**src/rtl/fifod2mac_pkg.sv**
```systemverilog
`default_nettype none
// ============================================================================
// Module   : fifod2mac_pkg
// Brief    : State encodings and frame header constants for fifod2mac.
// Revision : 1.0  initial release
// ============================================================================
package fifod2mac_pkg;

    typedef enum logic [1:0] {
        ST_IDLE   = 2'd0,
        ST_REQ    = 2'd1,
        ST_STREAM = 2'd2,
        ST_DONE   = 2'd3
    } state_t;

    localparam logic [11:0] C_HDR_LEN   = 12'd4;
    localparam logic [7:0]  C_SYNC0_DEF = 8'h55;
    localparam logic [7:0]  C_SYNC1_DEF = 8'hAA;

    // A frame always carries at least the full header.
    function automatic logic [11:0] clamp_len(input logic [11:0] len);
        return (len < C_HDR_LEN) ? C_HDR_LEN : len;
    endfunction

endpackage
`default_nettype wire

```
**src/rtl/fifod2mac.sv**
```systemverilog
`default_nettype none
// ============================================================================
// Module   : fifod2mac
// Brief    : Drains fifod bytes into the mac UDP payload, prefixed by a
//            4-byte header (sync, sync, sequence, device info).
// Revision : 1.0  initial release
// ============================================================================
module fifod2mac
    import fifod2mac_pkg::*;
#(
    parameter logic [7:0]  SYNC0        = C_SYNC0_DEF,
    parameter logic [7:0]  SYNC1        = C_SYNC1_DEF,
    parameter logic [15:0] PREP_TIMEOUT = 16'd50000
) (
    input  logic        clk,
    input  logic        rst,
    input  logic        fs,
    output logic        fd,
    output logic        err,
    input  logic [11:0] tx_len,
    input  logic [7:0]  dev_info,
    output logic        fifod_rxen,
    input  logic [7:0]  fifod_rxd,
    input  logic        fifod_empty,
    output logic        flag_udp_tx_req,
    input  logic        flag_udp_tx_prep,
    input  logic        udp_txen,
    output logic [7:0]  udp_txd
);

    state_t      r_state;
    state_t      w_state_nxt;
    logic [11:0] r_len;
    logic [11:0] r_bcnt;
    logic [7:0]  r_seq;
    logic [15:0] r_tocnt;
    logic        r_err;
    logic [7:0]  r_txd;
    logic        r_sel_fifo;

    logic        w_serve;
    logic        w_hdr;
    logic        w_rd;
    logic        w_last;
    logic        w_timeout;
    logic [7:0]  w_hdr_byte;

    always_comb begin
        w_serve     = (r_state == ST_STREAM) && udp_txen && (r_bcnt < r_len);
        w_hdr       = (r_bcnt < C_HDR_LEN);
        // Gated by rst so the reset edge can never pop a byte out of fifod.
        w_rd        = w_serve && !w_hdr && !fifod_empty && !rst;
        w_last      = w_serve && (r_bcnt == (r_len - 12'd1));
        w_timeout   = (r_state == ST_REQ) && !flag_udp_tx_prep &&
                      (r_tocnt == (PREP_TIMEOUT - 16'd1));
        w_hdr_byte  = 8'h00;
        case (r_bcnt[1:0])
            2'd0:    w_hdr_byte = SYNC0;
            2'd1:    w_hdr_byte = SYNC1;
            2'd2:    w_hdr_byte = r_seq;
            default: w_hdr_byte = dev_info;
        endcase

        w_state_nxt = r_state;
        case (r_state)
            ST_IDLE:   if (fs) w_state_nxt = ST_REQ;
            ST_REQ:    if (flag_udp_tx_prep) w_state_nxt = ST_STREAM;
                       else if (w_timeout)   w_state_nxt = ST_DONE;
            ST_STREAM: if (w_last) w_state_nxt = ST_DONE;
            ST_DONE:   if (!fs) w_state_nxt = ST_IDLE;
            default:   w_state_nxt = ST_IDLE;
        endcase
    end

    always_ff @(posedge clk) begin
        if (rst) begin
            r_state    <= ST_IDLE;
            r_len      <= C_HDR_LEN;
            r_bcnt     <= 12'd0;
            r_seq      <= 8'd0;
            r_tocnt    <= 16'd0;
            r_err      <= 1'b0;
            r_txd      <= 8'd0;
            r_sel_fifo <= 1'b0;
        end else begin
            r_state    <= w_state_nxt;
            // Data bytes bypass r_txd and come straight from fifod's read port.
            r_sel_fifo <= w_rd;
            r_txd      <= (w_serve && w_hdr) ? w_hdr_byte : 8'd0;
            case (r_state)
                ST_IDLE: begin
                    if (fs) begin
                        r_len   <= clamp_len(tx_len);
                        r_err   <= 1'b0;
                        r_bcnt  <= 12'd0;
                        r_tocnt <= 16'd0;
                    end
                end
                ST_REQ: begin
                    r_tocnt <= r_tocnt + 16'd1;
                    if (w_timeout) r_err <= 1'b1;
                end
                ST_STREAM: begin
                    if (w_serve) begin
                        r_bcnt <= r_bcnt + 12'd1;
                        if (!w_hdr && fifod_empty) r_err <= 1'b1;
                        if (w_last) r_seq <= r_seq + 8'd1;
                    end
                end
                default: ;
            endcase
        end
    end

    assign fd              = (r_state == ST_DONE);
    assign flag_udp_tx_req = (r_state == ST_REQ);
    assign fifod_rxen      = w_rd;
    assign err             = r_err;
    assign udp_txd         = r_sel_fifo ? fifod_rxd : r_txd;

endmodule
`default_nettype wire

```
**config.mk**
```make
export PLATFORM = sky130hd
export DESIGN_NAME = fifod2mac
export DESIGN_NICKNAME = d
export VERILOG_FILES = /design/src/rtl/fifod2mac_pkg.sv /design/src/rtl/fifod2mac.sv
export SDC_FILE = /design/constraint.sdc
export NUM_CORES = 1
export LEC_CHECK = 0
export CORE_ASPECT_RATIO = 0.7
export CORE_MARGIN = 2
export CORE_UTILIZATION = 50
export CTS_CLUSTER_DIAMETER = 40
export DETAILED_ROUTE_END_ITERATION = 10
export PLACE_DENSITY = 0.77
export SLEW_MARGIN = 20
export SYNTH_ARGS = -nofsm -noshare
export SYNTH_HDL_FRONTEND = slang
export SYNTH_SLANG_ARGS = --single-unit
```
**constraint.sdc**
```tcl
create_clock -name clk -period 6.7 [get_ports clk]
set_input_delay 1.675 -clock clk [delete_from_list [all_inputs] [get_ports clk]]
set_output_delay 1.675 -clock clk [all_outputs]
set_load 0.01 [all_outputs]
```
==> results.json <==
{
  "status": "finished clean",
  "final_antenna_net_count": 0,
  "fillers": 628,
  "cts_resized": 0,
  "min_to": "err",
  "rr_worst_depth": 9,
  "drv_cap": 0,
  "switchingPower_mw": 0.373,
  "fmax_mhz": 184,
  "worst_setup_path_start_kind": "input port",
  "final_common_cell": "dfxtp_1",
  "gp_congestion": 0.878,
  "core_region_area_um2": 6820,
  "ys_types": 52,
  "worst-setup-path-type": "input port to output pin",
  "r2r_start": "r_len[9]",
  "grt_max_degree": 40,
  "synthesis.area_per_instance_um2": 8.04,
  "ys_async_sr_fraction_pct": 0,
  "drcViolationCount": 0,
  "required_ns": 5.03,
  "h-tree-depth": 3,
  "r2r_slack_ns": 3.39,
  "grt_overflow_total": 0,
  "p_leak_nw": 1.62,
  "path_clk_slew_ns": 0.06,
  "via_per_inst": 5.61,
  "vdd_drop_max_mv": 0.204,
  "synthCells": 444,
  "crit_path_frequent_cell": "clkdlybuf4s50_1",
  "antenna_found_initial": 0,
  "dominantRegCellSynth": "dfxtp_1",
  "tns_ns": 0,
  "worstPathCellList": "clkdlybuf4s50_1 -> nand2_1 -> a211oi_1 -> nand3_1 -> nor4b_1 -> clkdlybuf4s50_1",
  "hold_viol": 0,
  "start_util_pct": 52.3,
  "rows": 25,
  "critPathCaptureType": "output pin",
  "worst_pin_slew_ns": 0.943,
  "grt_setup_unrepaired": "no",
  "dp_hpwl_um": 6340,
  "worstHoldPathCells": 2,
  "grt_pass1_wl_um": 14100,
  "cts_root_buffer": "clkbuf_8",
  "slowest_stage": "clkdlybuf4s50_1",
  "drive_above_1_share_pct": 6.39,
  "power_frac_clock_pct": 27.4,
  "final_max_slew_viol_count": 0,
  "dr_total_vias": 3249,
  "die_x_um": 105,
  "cts_tree": "built",
  "synth_area_um2": 3570,
  "rr_endpoint": "r_state[1]",
  "critPathMaxFanout": 5,
  "yosysSeqAreaShare_pct": 33.6,
  "worstSkewPairLatency_ns": 0.35,
  "die-area_um2": 7840,
  "switching_share_pct": 35.5,
  "mostFrequentLayoutCells": "60 x dfxtp_1, 55 x nor2_1, 45 x nand2_1, 45 x clkdlybuf4s50_1, 40 x a21oi_1",
  "yosysWarnings": 0,
  "clock-sinks": 60,
  "min_period_ns": 5.45,
  "skew_ns": 0.00354,
  "internal-power_mw": 0.676,
  "dr.pass1.iters": 4,
  "ys_ff_latch": 60,
  "wl_per_cell_um": 14.4,
  "cts_buffers": 9,
  "hp-class": "flop to flop",
  "diodes": 0,
  "track_usage_pct": 22.9,
  "cp.arrival_ns": 3.77,
  "ctsHoldBuffers": 0,
  "slew_headroom_pct": 37.0,
  "synth_nets": 501,
  "slowest_delay_ns": 0.60,
  "finalWirelength_um": 8320,
  "combPwrFrac_pct": 33.0,
  "die_h_um": 74.7,
  "numPortBuffers": 45,
  "boundaryPins": 46,
  "grt_pass1_vias": 2966,
  "cts_setup_buffers": 0,
  "timing.final.crit_share_pct": 81.3,
  "drt_iter0_markers": 173,
  "pwr_density_cell_nw_per_um2": 247,
  "clk_path_buf_depth": 2,
  "hold_start": "err",
  "setup_viol": 0,
  "area_delta_synth_final_pct": 18.6,
  "fin_nets": 538,
  "pwr-share-seq_pct": 39.6,
  "synth_edf_count": 0,
  "fin_hold_ws_ns": 0.498
}
==> flip-flops by register name, summed over array words and instances (netlist names) <==
signal / cells
r_tocnt: 16
r_bcnt: 12
r_len: 12
r_seq: 8
r_txd: 8
r_state: 2
err: 1
r_sel_fifo: 1
==> metrics by stage <==
step | instances | utilization, % | area [um^2] | setup WS [ns] | power (mW)
floorplan | 444 | - | 3570 | 2.31 | 0.664
global placement | 564 | 59.6 | 4070 | 1.29 | 0.752
detailed placement | 564 | 59.6 | 4070 | 1.23 | 0.762
CTS | 579 | 62.1 | 4240 | 1.23 | 1.05
global route | 579 | 62.1 | 4240 | 1.07 | 1.12
finish | 579 | 62.1 | 4240 | 1.25 | 1.05
==> worst max-delay path: cells and delay by family <==
kind / cells / cell delay, ns
buffers and inverters: 2 / 1.05
AO/OA/AOI/OAI: 1 / 0.41
AND/OR/NAND/NOR: 3 / 0.63
==> synth_stat cells, types with 4 or more instances <==
| cell | n | area share (%) |
|---|---|---|
| a21oi_1 | 40 | 5.6 |
| and2_1 | 5 | 0.88 |
| and3_1 | 4 | 0.70 |
| clkbuf_1 | 14 | 1.5 |
| dfxtp_1 | 60 | 34 |
| ha_1 | 23 | 8.1 |
| inv_1 | 23 | 2.4 |
| mux2_2 | 11 | 3.5 |
| mux2i_1 | 6 | 1.7 |
| nand2_1 | 45 | 4.7 |
| nand2b_1 | 6 | 1.1 |
| nand3_1 | 17 | 2.4 |
| nand4_1 | 12 | 2.1 |
| nor2_1 | 55 | 5.8 |
| nor2b_1 | 8 | 1.4 |
| nor3_1 | 6 | 0.84 |
| nor4_1 | 9 | 1.6 |
| o21ai_0 | 6 | 0.84 |
| o31ai_1 | 5 | 1.1 |
| or4_1 | 9 | 1.9 |
| xnor2_1 | 11 | 2.7 |
| xor2_1 | 19 | 4.7 |
==> cell families after synthesis <==
family          after synthesis  share of synthesized area (%)
flops                        60                           33.6
compound gates               79                           14.0
mux                          17                           5.15
xor+xnor                     30                           7.36
buf+inv                      43                           4.63
fa+ha+maj                    23                           8.06
simple gates                192                           27.2
==> power groups by stage <==
stage          Sequential (mW)  Clock (mW)  Combinational [mW]
3_3_place_gp             0.421           0               0.331
2_1_floorplan            0.413           0               0.251
6_report                 0.415       0.288               0.346
3_5_place_dp             0.422           0               0.340
4_1_cts                  0.415       0.298               0.342
5_1_grt                  0.419       0.312               0.384
==> worst max path at each step <==
| stage | startpoint | endpoint | slack, ns |
|---|---|---|---|
| 6_report | udp_txen | fifod_rxen | 1.25 |
| 5_1_grt | udp_txen | fifod_rxen | 1.07 |
| 4_1_cts | udp_txen | fifod_rxen | 1.23 |
| 3_5_place_dp | udp_txen | fifod_rxen | 1.23 |
| 3_3_place_gp | udp_txen | fifod_rxen | 1.29 |
| 2_1_floorplan | udp_txen | fifod_rxen | 2.31 |
==> final cells by class <==
type	count	area [um^2]	share of cell area [%]
sequential	60	1200	28.4
multi-input combinational	341	2200	52.0
clock inverter	2	10.0	0.236
tap	94	118	2.78
clock buffer	13	159	3.75
inverter	23	86.3	2.04
timing repair buffer	46	458	10.8
==> per-layer routing <==
layer	vias up	wire length [um]	track usage (%)
met3	11	737	7.10
met4	0	108	7.56
met1	1474	4220	32.6
li1	1647	-	-
met2	117	3260	33.1
met5	-	0	0
No activity file was read; power rests on OpenSTA's default activity.
